**config.mk**
```make
export PLATFORM = sky130hd
export DESIGN_NAME = cam_capture_ctrl
export DESIGN_NICKNAME = d
export VERILOG_FILES = /design/src/rtl/cam_pkg.sv /design/src/rtl/sync_edge.sv /design/src/rtl/cam_capture_ctrl.sv
export SDC_FILE = /design/constraint.sdc
export NUM_CORES = 1
export LEC_CHECK = 0
export CAP_MARGIN = 10
export CORE_MARGIN = 2
export CORE_UTILIZATION = 45
export DETAILED_ROUTE_END_ITERATION = 8
export PLACE_DENSITY_LB_ADDON = 0.25
export SLEW_MARGIN = 40
export SYNTH_ARGS = -nofsm -noshare
export SYNTH_HDL_FRONTEND = slang
export SYNTH_SLANG_ARGS = --single-unit
```
**constraint.sdc**
```tcl
create_clock -name clk -period 2.6 [get_ports clk]
set_clock_uncertainty 0.05 [all_clocks]
set_input_delay 0.52 -clock clk [delete_from_list [all_inputs] [get_ports clk]]
set_output_delay 0.52 -clock clk [all_outputs]
set_load 0.02 [all_outputs]
```
**src/rtl/cam_pkg.sv**
```systemverilog
// Shared definitions for the camera capture controller: screen geometry defaults,
// FSM state encoding and the RGB565 -> RGB332 bit mapping.
package cam_pkg;

   localparam int CAM_SCREEN_X_DEF = 320;
   localparam int CAM_SCREEN_Y_DEF = 240;
   localparam int CAM_AW_DEF       = 17;
   localparam int CAM_DW_DEF       = 8;

   typedef enum logic [2:0] {
      ST_IDLE     = 3'd0,
      ST_WAIT_SOF = 3'd1,
      ST_BYTE_HI  = 3'd2,
      ST_BYTE_LO  = 3'd3,
      ST_EOF      = 3'd4
   } cap_state_t;

   // Keep the top 3 bits of red and green and the top 2 bits of blue.
   function automatic logic [7:0] rgb565_to_rgb332(input logic [7:0] hi_byte,
                                                   input logic [7:0] lo_byte);
      return {hi_byte[7:5], hi_byte[2:0], lo_byte[4:3]};
   endfunction

endpackage

```
**src/rtl/sync_edge.sv**
```systemverilog
// Two-flop synchronizer for an asynchronous input with rising/falling edge
// detection against the previous synchronized sample.
module sync_edge #(
   parameter int W = 1
) (
   input  logic         clk,
   input  logic         rst,
   input  logic [W-1:0] i_async,
   output logic [W-1:0] o_sync,
   output logic [W-1:0] o_rise,
   output logic [W-1:0] o_fall
);

   logic [W-1:0] r_meta;
   logic [W-1:0] r_sync;
   logic [W-1:0] r_prev;

   always_ff @(posedge clk) begin
      if (rst) begin
         r_meta <= '0;
         r_sync <= '0;
         r_prev <= '0;
      end else begin
         r_meta <= i_async;
         r_sync <= r_meta;
         r_prev <= r_sync;
      end
   end

   assign o_sync = r_sync;
   assign o_rise = r_sync & ~r_prev;
   assign o_fall = ~r_sync & r_prev;

endmodule

```
**src/rtl/cam_capture_ctrl.sv**
```systemverilog
// Captures RGB565 pixels from a camera byte bus, converts them to RGB332 and
// writes them into a CAM_SCREEN_X by CAM_SCREEN_Y frame buffer.
module cam_capture_ctrl
   import cam_pkg::*;
#(
   parameter int CAM_SCREEN_X = CAM_SCREEN_X_DEF,
   parameter int CAM_SCREEN_Y = CAM_SCREEN_Y_DEF,
   parameter int AW           = CAM_AW_DEF,
   parameter int DW           = CAM_DW_DEF
) (
   input  logic          clk,
   input  logic          rst,
   input  logic          capture_en,
   input  logic          CAM_pclk,
   input  logic          CAM_href,
   input  logic          CAM_vsync,
   input  logic [7:0]    CAM_px_data,
   output logic [AW-1:0] DP_RAM_addr_in,
   output logic [DW-1:0] DP_RAM_data_in,
   output logic          DP_RAM_regW,
   output logic          frame_done,
   output logic          busy,
   output logic          overflow
);

   localparam int CW = $clog2(CAM_SCREEN_X + 1);
   localparam int RW = $clog2(CAM_SCREEN_Y + 1);
   localparam logic [CW-1:0] L_X_MAX  = CW'(CAM_SCREEN_X);
   localparam logic [RW-1:0] L_Y_MAX  = RW'(CAM_SCREEN_Y);
   localparam logic [AW-1:0] L_X_STEP = AW'(CAM_SCREEN_X);

   logic       w_pclk_s, w_pclk_rise, w_pclk_fall;
   logic       w_href_s, w_href_rise, w_href_fall;
   logic       w_vsync_s, w_vsync_rise, w_vsync_fall;
   logic [7:0] w_data_s, w_data_rise, w_data_fall;
   logic       w_unused;

   sync_edge #(.W(1)) u_sync_pclk (
      .clk(clk), .rst(rst), .i_async(CAM_pclk),
      .o_sync(w_pclk_s), .o_rise(w_pclk_rise), .o_fall(w_pclk_fall)
   );

   sync_edge #(.W(1)) u_sync_href (
      .clk(clk), .rst(rst), .i_async(CAM_href),
      .o_sync(w_href_s), .o_rise(w_href_rise), .o_fall(w_href_fall)
   );

   sync_edge #(.W(1)) u_sync_vsync (
      .clk(clk), .rst(rst), .i_async(CAM_vsync),
      .o_sync(w_vsync_s), .o_rise(w_vsync_rise), .o_fall(w_vsync_fall)
   );

   // Data goes through the same latency as pclk so the byte is aligned with pe.
   sync_edge #(.W(8)) u_sync_data (
      .clk(clk), .rst(rst), .i_async(CAM_px_data),
      .o_sync(w_data_s), .o_rise(w_data_rise), .o_fall(w_data_fall)
   );

   assign w_unused = ^{w_pclk_s, w_pclk_fall, w_href_rise, w_vsync_s,
                       w_data_rise, w_data_fall};

   cap_state_t r_state;
   cap_state_t w_state_nxt;

   logic            w_pe;
   logic            w_sof;
   logic            w_line_end;
   logic            w_take_hi;
   logic            w_take_lo;
   logic            w_in_window;

   logic [RW-1:0]   r_row;
   logic [CW-1:0]   r_col;
   logic [AW-1:0]   r_row_base;
   logic [AW-1:0]   r_addr;
   logic [DW-1:0]   r_data;
   logic [7:0]      r_hi_byte;
   logic            r_we;
   logic            r_overflow;

   assign w_pe        = w_pclk_rise;
   assign w_in_window = (r_col < L_X_MAX) && (r_row < L_Y_MAX);

   always_ff @(posedge clk) begin
      if (rst) begin
         r_state <= ST_IDLE;
      end else begin
         r_state <= w_state_nxt;
      end
   end

   // Edge priority inside a line: vsync rise, then href fall, then a byte on pe.
   always_comb begin
      w_state_nxt = r_state;
      w_sof       = 1'b0;
      w_line_end  = 1'b0;
      w_take_hi   = 1'b0;
      w_take_lo   = 1'b0;
      case (r_state)
         ST_IDLE: begin
            if (capture_en) begin
               w_state_nxt = ST_WAIT_SOF;
            end
         end
         ST_WAIT_SOF: begin
            if (w_vsync_fall) begin
               w_sof       = 1'b1;
               w_state_nxt = ST_BYTE_HI;
            end
         end
         ST_BYTE_HI, ST_BYTE_LO: begin
            if (w_vsync_rise) begin
               w_state_nxt = ST_EOF;
            end else if (w_href_fall) begin
               w_line_end  = 1'b1;
               w_state_nxt = ST_BYTE_HI;
            end else if (w_pe && w_href_s) begin
               if (r_state == ST_BYTE_HI) begin
                  w_take_hi   = 1'b1;
                  w_state_nxt = ST_BYTE_LO;
               end else begin
                  w_take_lo   = 1'b1;
                  w_state_nxt = ST_BYTE_HI;
               end
            end
         end
         ST_EOF: begin
            w_state_nxt = capture_en ? ST_WAIT_SOF : ST_IDLE;
         end
         default: begin
            w_state_nxt = ST_IDLE;
         end
      endcase
   end

   // Row base advances by one line per href fall, so the address needs only an adder.
   always_ff @(posedge clk) begin
      if (rst) begin
         r_row      <= '0;
         r_col      <= '0;
         r_row_base <= '0;
         r_addr     <= '0;
         r_data     <= '0;
         r_hi_byte  <= '0;
         r_we       <= 1'b0;
         r_overflow <= 1'b0;
      end else begin
         r_we <= 1'b0;
         if (w_sof) begin
            r_row      <= '0;
            r_col      <= '0;
            r_row_base <= '0;
            r_addr     <= '0;
            r_hi_byte  <= '0;
            r_overflow <= 1'b0;
         end
         if (w_line_end) begin
            r_col     <= '0;
            r_hi_byte <= '0;
            if (r_row < L_Y_MAX) begin
               r_row      <= r_row + RW'(1);
               r_row_base <= r_row_base + L_X_STEP;
            end
         end
         if (w_take_hi) begin
            r_hi_byte <= w_data_s;
         end
         if (w_take_lo) begin
            if (w_in_window) begin
               r_we   <= 1'b1;
               r_addr <= r_row_base + AW'(r_col);
               r_data <= DW'(rgb565_to_rgb332(r_hi_byte, w_data_s));
            end else begin
               r_overflow <= 1'b1;
            end
            if (r_col < L_X_MAX) begin
               r_col <= r_col + CW'(1);
            end
         end
      end
   end

   assign DP_RAM_addr_in = r_addr;
   assign DP_RAM_data_in = r_data;
   assign DP_RAM_regW    = r_we;
   assign overflow       = r_overflow;
   assign frame_done     = (r_state == ST_EOF);
   assign busy           = (r_state != ST_IDLE);

endmodule
```
==> reports/metrics.json, run 1 <==
{
  "critical_path": {
    "critPathMaxFanout": 5,
    "critPathLaunchType": "flip-flop",
    "critPathArrivalTime_ns": 2.55,
    "type_of_the_worst_setup_path": "reg -> reg",
    "critical_path_required_ns": 2.83,
    "worst_setup_path_end_kind": "flip-flop"
  },
  "finish": {
    "multiInputGateArea_mm2": 0.00193,
    "post_route_cells_drive_above_1_share_pct": 6.83,
    "design_area_final_mm2": 0.00470,
    "ff_latch_area_mm2": 0.00190,
    "fillers": 812,
    "highest_count_cells_in_the_layout_ignoring_fill_and_taps": "95 x dfxtp_1, 41 x nand2_1, 41 x clkdlybuf4s50_1, 38 x a21oi_1, 31 x nand3_1",
    "final_common_cell": "dfxtp_1",
    "num_antenna_cells": 0,
    "nNetsFinal": 505,
    "area.growth.synth_to_final_pct": 20.1,
    "layoutNonFillerInstCount": 591
  },
  "timing": {
    "setup_viol": 0,
    "rsz0062_at_grt": "no",
    "finalWorstPathRequiredPeriod_ns": 2.32,
    "worst_slew_pin_slew_ns": 0.724,
    "fin_crit_sh_pct": 89.4,
    "slew-limit-headroom_pct": 51.3,
    "fin_tns_setup_ns": 0,
    "finalHoldViolCount": 0,
    "slew_viol_final": 0,
    "max_freq_ghz": 0.430
  },
  "clocking": {
    "cts.repair_timing.setup_buffer_count": 0,
    "cts.path.max_buffers": 2,
    "htree_levels": 3,
    "cts.sinks": 95,
    "post_cts_resized": 0,
    "tritoncts.num_buffers": 9,
    "clkLatencyLatePin_ns": 0.37,
    "tritoncts": "done",
    "clock_tree.root_cell": "clkbuf_8",
    "cts_hold_repair.buffers": 0,
    "cts.reportedPaths.clkPinSlew_ns": 0.11
  },
  "logic_synthesis": {
    "synth_enable_flop_cells": 0,
    "seq_area_frac_synth_pct": 48.6,
    "synth_async_reset_ratio_pct": 0,
    "syn_area_mm2": 0.00392,
    "yosys_most_used_dff": "dfxtp_1",
    "ys_warn_count": 0,
    "synth_area_per_cell_um2": 9.10,
    "synthesis.nets": 457,
    "ys_ff_latch": 95,
    "synth.lib_cells_used.distinct": 48,
    "netlist_instances": 430
  },
  "floorplan": {
    "core.rowCount": 34,
    "fp.coreArea_mm2": 0.00859,
    "floorplan.die.height_um": 97.3,
    "dieWidth_um": 97.3,
    "die-area_mm2": 0.00946,
    "initial_utilization_pct": 45.6,
    "pin_count": 43
  },
  "place": {
    "dp_hpwl_mm": 5.80,
    "port_buffers": 42,
    "place_congestion": 0.868,
    "place_inst": 575,
    "dpl_cell_area_mm2": 0.00449
  },
  "global_route": {
    "gr-usage-all-layers_pct": 18.3,
    "global_route_wire_length_before_repair_mm": 14.2,
    "via_count_of_the_first_global_routing_pass": 3030,
    "grt_antenna_before_repair": 0,
    "grt-ovfl-total": 0,
    "grt_max_degree": 46
  },
  "power_and_ir_drop": {
    "powerDensity_mw_per_mm2": 545,
    "power_uw": 2560,
    "ir_drop_v": 0.000275,
    "leakage_uw": 0.00177
  },
  "route": {
    "ant_nets": 0,
    "detail_route.wirelength_mm": 8.24,
    "avgViaCountPerCell": 5.44,
    "num_vias": 3214,
    "count_of_unresolved_drc_violations_after_routing": 0,
    "detailedRoute.firstIterationViolations": 120,
    "drt_pass1_iterations": 4,
    "wl_per_cell_um": 13.9
  },
  "min_path": {
    "hp-class": "reg -> reg"
  },
  "run": {
    "max_cap_viol_count": 0
  },
  "status": {
    "status": "finished, final reports clean"
  }
}
[sequential cells by signal, indices dropped and copies added, names as in the netlist, 3 cells and up]
signal              cells
DP_RAM_data_in          8
r_hi_byte               6
r_state                 3
r_row                   8
u_sync_data.r_meta      8
DP_RAM_addr_in         17
r_row_base             17
r_col                   9
u_sync_data.o_sync      8
[path summary, 6_finish.rpt]
| check | startpoint | to | slack (ns) | depth (start not counted) |
|---|---|---|---|---|
| min reg2reg | u_sync_data.o_sync[4] | DP_RAM_data_in[1] | 0.39 | 2 |
| max | r_col[0] | DP_RAM_addr_in[10] | 0.28 | 8 |
| max reg2reg | r_col[0] | DP_RAM_addr_in[10] | 0.28 | 8 |
| min | u_sync_data.o_sync[4] | DP_RAM_data_in[1] | 0.39 | 2 |
[cells in the mapped netlist (3+ instances only)]
cell,number,area (um2)
a21o_1,5,37.5
a21oi_1,38,190
a22oi_1,7,52.6
a31oi_1,5,31.3
a32o_1,4,40.0
and2_1,3,18.8
and3_1,13,81.3
buf_2,3,15.0
clkbuf_1,13,48.8
dfxtp_1,95,1900
ha_1,12,150
inv_1,4,15.0
nand2_1,41,154
nand3_1,31,155
nand3b_1,3,22.5
nand4_1,7,43.8
nor2_1,30,113
nor2b_1,27,169
nor3_1,12,60.1
nor3b_1,3,22.5
nor4_1,5,31.3
o211ai_1,4,30.0
o21ai_0,7,35.0
or3_1,6,37.5
xnor2_1,16,140
xor2_1,9,78.8
[where the power goes]
group	total [uW]	switching [uW]	leakage [uW]	internal [uW]
Combinational	74.7	40.3	0.000888	34.5
Sequential	1480	7.20	0.000770	1470
Clock	1010	616	0.000107	393
[stage by stage]
stage	hold slack, ns	worst slack, ns	util, %
after floorplan	0.364	0.222	-
after CTS	0.396	0.276	54.7
after detailed placement	0.371	0.291	52.2
final	0.394	0.275	54.7
after global placement	0.369	0.346	52.2
after global routing	0.414	0.110	54.7
[kinds of logic after synthesis]
kind of cell,count (synthesis),synth area share (%)
flops,95,48.6
fa+ha+maj,13,4.35
simple gates,192,25.5
compound gates,84,13.6
buf+inv,21,2.30
xor+xnor,25,5.59
[critical path, stage by stage (launching register included)]
cell and delay (ns):
dfxtp_1 0.37, ha_1 0.26, fa_1 0.42, a21o_1 0.22
a221oi_1 0.24, buf_4 0.18, o22ai_1 0.12, xor2_1 0.16
a32o_1 0.21
[cell type report]
cell class                 count  share of cell area [%]
timing repair buffer          54                    10.7
multi-input combinational    314                    41.0
clock inverter                 7                    2.00
sequential                    95                    40.4
clock buffer                   9                    2.63
inverter                       4                   0.319
tap                          108                    2.87
[metal layers]
layer | track usage, % | up-vias | routed length, um
li1 | - | 1630 | -
met1 | 25.2 | 1503 | 3970
met2 | 28.4 | 70 | 3760
met3 | 2.95 | 11 | 372
met4 | 7.91 | 0 | 138
met5 | 0 | - | 0
(Power assumes the default switching activity.)
==> run 2: changes to the inputs <==
--- a/config.mk
+++ b/config.mk
@@ -5,7 +5,7 @@
 export SDC_FILE = /design/constraint.sdc
 export NUM_CORES = 1
 export LEC_CHECK = 0
-export CAP_MARGIN = 10
+export CAP_MARGIN = 40
 export CORE_MARGIN = 2
 export CORE_UTILIZATION = 45
 export DETAILED_ROUTE_END_ITERATION = 8
==> results of run 2 <==
No change in the layout: final DEF, timing and power equal those of run 1.
==> run 3: changes to the inputs <==
==> constraint.sdc (replaced) <==
create_clock -name clk -period 2.4 [get_ports clk]
set_clock_uncertainty 0.05 [all_clocks]
set_input_delay 0.48 -clock clk [delete_from_list [all_inputs] [get_ports clk]]
set_output_delay 0.48 -clock clk [all_outputs]
set_load 0.02 [all_outputs]
==> reports/metrics.json, run 3 (same netlist as run 1, synthesis figures left out) <==
{
  "status": {
    "status": "finished, final reports clean"
  },
  "timing": {
    "setup_viol": 0,
    "finalHoldViolCount": 0,
    "slew-limit-headroom_pct": 53.1,
    "fin_tns_setup_ns": 0,
    "slew_viol_final": 0,
    "rsz0062_at_grt": "no",
    "hold_slack_ns": 0.394,
    "post-route-worst-setup-slack_ns": 0.136,
    "worst_slew_pin_slew_ns": 0.699,
    "finalWorstPathRequiredPeriod_ns": 2.26,
    "fin_crit_sh_pct": 94.3,
    "max_freq_ghz": 0.442
  },
  "critical_path": {
    "critPathLaunchType": "flip-flop",
    "critPathArrivalTime_ns": 2.48,
    "type_of_the_worst_setup_path": "reg -> reg",
    "critical_path_required_ns": 2.62,
    "critPathMaxFanout": 5,
    "worst_setup_path_end_kind": "flip-flop"
  },
  "finish": {
    "finish.utilization_pct": 54.9,
    "num_antenna_cells": 0,
    "final_common_cell": "dfxtp_1",
    "nNetsFinal": 508,
    "area.growth.synth_to_final_pct": 20.4,
    "highest_count_cells_in_the_layout_ignoring_fill_and_taps": "95 x dfxtp_1, 41 x nand2_1, 41 x clkdlybuf4s50_1, 38 x a21oi_1, 31 x nand3_1",
    "post_route_cells_drive_above_1_share_pct": 7.61,
    "layoutNonFillerInstCount": 594
  },
  "clocking": {
    "cts.reportedPaths.clkPinSlew_ns": 0.10,
    "clkLatencyLatePin_ns": 0.36,
    "cts.path.max_buffers": 2,
    "tritoncts": "done",
    "htree_levels": 3,
    "tritoncts.num_buffers": 9,
    "cts.repair_timing.setup_buffer_count": 0,
    "clock_tree.root_cell": "clkbuf_8",
    "cts.sinks": 95
  },
  "route": {
    "num_vias": 3219,
    "detail_route.wirelength_mm": 8.30,
    "detailedRoute.firstIterationViolations": 118,
    "wl_per_cell_um": 14.0,
    "ant_nets": 0,
    "avgViaCountPerCell": 5.42,
    "count_of_unresolved_drc_violations_after_routing": 0,
    "drt_pass1_iterations": 4
  },
  "floorplan": {
    "pin_count": 43,
    "die-area_mm2": 0.00946,
    "fp.coreArea_mm2": 0.00859,
    "core.rowCount": 34,
    "dieWidth_um": 97.3,
    "initial_utilization_pct": 45.6,
    "floorplan.die.height_um": 97.3
  },
  "global_route": {
    "grt_antenna_before_repair": 0,
    "grt-ovfl-total": 0,
    "gr-usage-all-layers_pct": 18.3,
    "via_count_of_the_first_global_routing_pass": 3117,
    "global_route_wire_length_before_repair_mm": 14.3,
    "grt_max_degree": 46
  },
  "power_and_ir_drop": {
    "leakage_uw": 0.00178,
    "ir_drop_v": 0.000473,
    "powerDensity_mw_per_mm2": 575
  },
  "place": {
    "dp_hpwl_mm": 5.92,
    "place_congestion": 0.858,
    "place_inst": 578,
    "port_buffers": 42,
    "preCtsSetupSlack_ns": 0.120
  },
  "min_path": {
    "hp-class": "in -> reg"
  },
  "run": {
    "max_cap_viol_count": 0
  }
}
run 3: cell types whose count changed in the layout (fill, tap and decap cells not counted), sizes merged:
cell	change
buf	+3
run 3: path summary, 6_finish.rpt:
| check | start | slack [ns] | endpoint | cells after the start |
|---|---|---|---|---|
| worst max-delay path | r_col[0] | 0.14 | DP_RAM_addr_in[10] | 8 |
| worst min-delay path | rst | 0.39 | overflow | 2 |
| worst max register to register | r_col[0] | 0.14 | DP_RAM_addr_in[10] | 8 |
| worst min register to register | u_sync_data.r_meta[4] | 0.40 | u_sync_data.o_sync[4] | 1 |
run 3: through the flow:
| step | power (uW) | area (um2) |
|---|---|---|
| finish | 2710 | 4710 |
| global route | 2820 | 4710 |
| CTS | 2740 | 4710 |
| detailed placement | 1720 | 4510 |
| global placement | 1720 | 4510 |
| floorplan | 1680 | 3920 |
run 3: what timing repair did:
action                     in CTS  in global routing
gates resized for setup         0                  1
setup endpoints to repair       0                  1
hold buffers                    0                  0
run 3: area by class of cell:
type                            instances  area [um2]
Fill cell                             798        3880
Multi-Input combinational cell        314        1930
Sequential cell                        95        1900
Timing Repair Buffer                   57         528
Tap cell                              108         135
Clock buffer                            9         124
Clock inverter                          7        76.3
Inverter                                4        15.0
run 3: where the power goes:
part           leakage (uW)  switching (uW)  internal, uW
clock network      0.000100             617           409
logic              0.000906            43.6          37.3
registers          0.000770            8.13          1600
run 3: critical path: stages (launching register included):
cell and delay [ns]:
dfxtp_1 0.33, ha_1 0.24, fa_1 0.42, a21o_1 0.23, a221oi_2 0.23, buf_4 0.18
o22ai_1 0.12, xor2_1 0.16, a32o_1 0.22
run 3: routing by layer:
layer / vias to the layer above / GRT usage [%] / wire length (um) / part of all wire [%]
met5: - / 0 / 0 / 0
met4: 0 / 6.62 / 129 / 1.6
met3: 12 / 3.17 / 257 / 3.1
met2: 49 / 30.6 / 3820 / 46
met1: 1524 / 24.0 / 4090 / 49
li1: 1634 / - / - / -
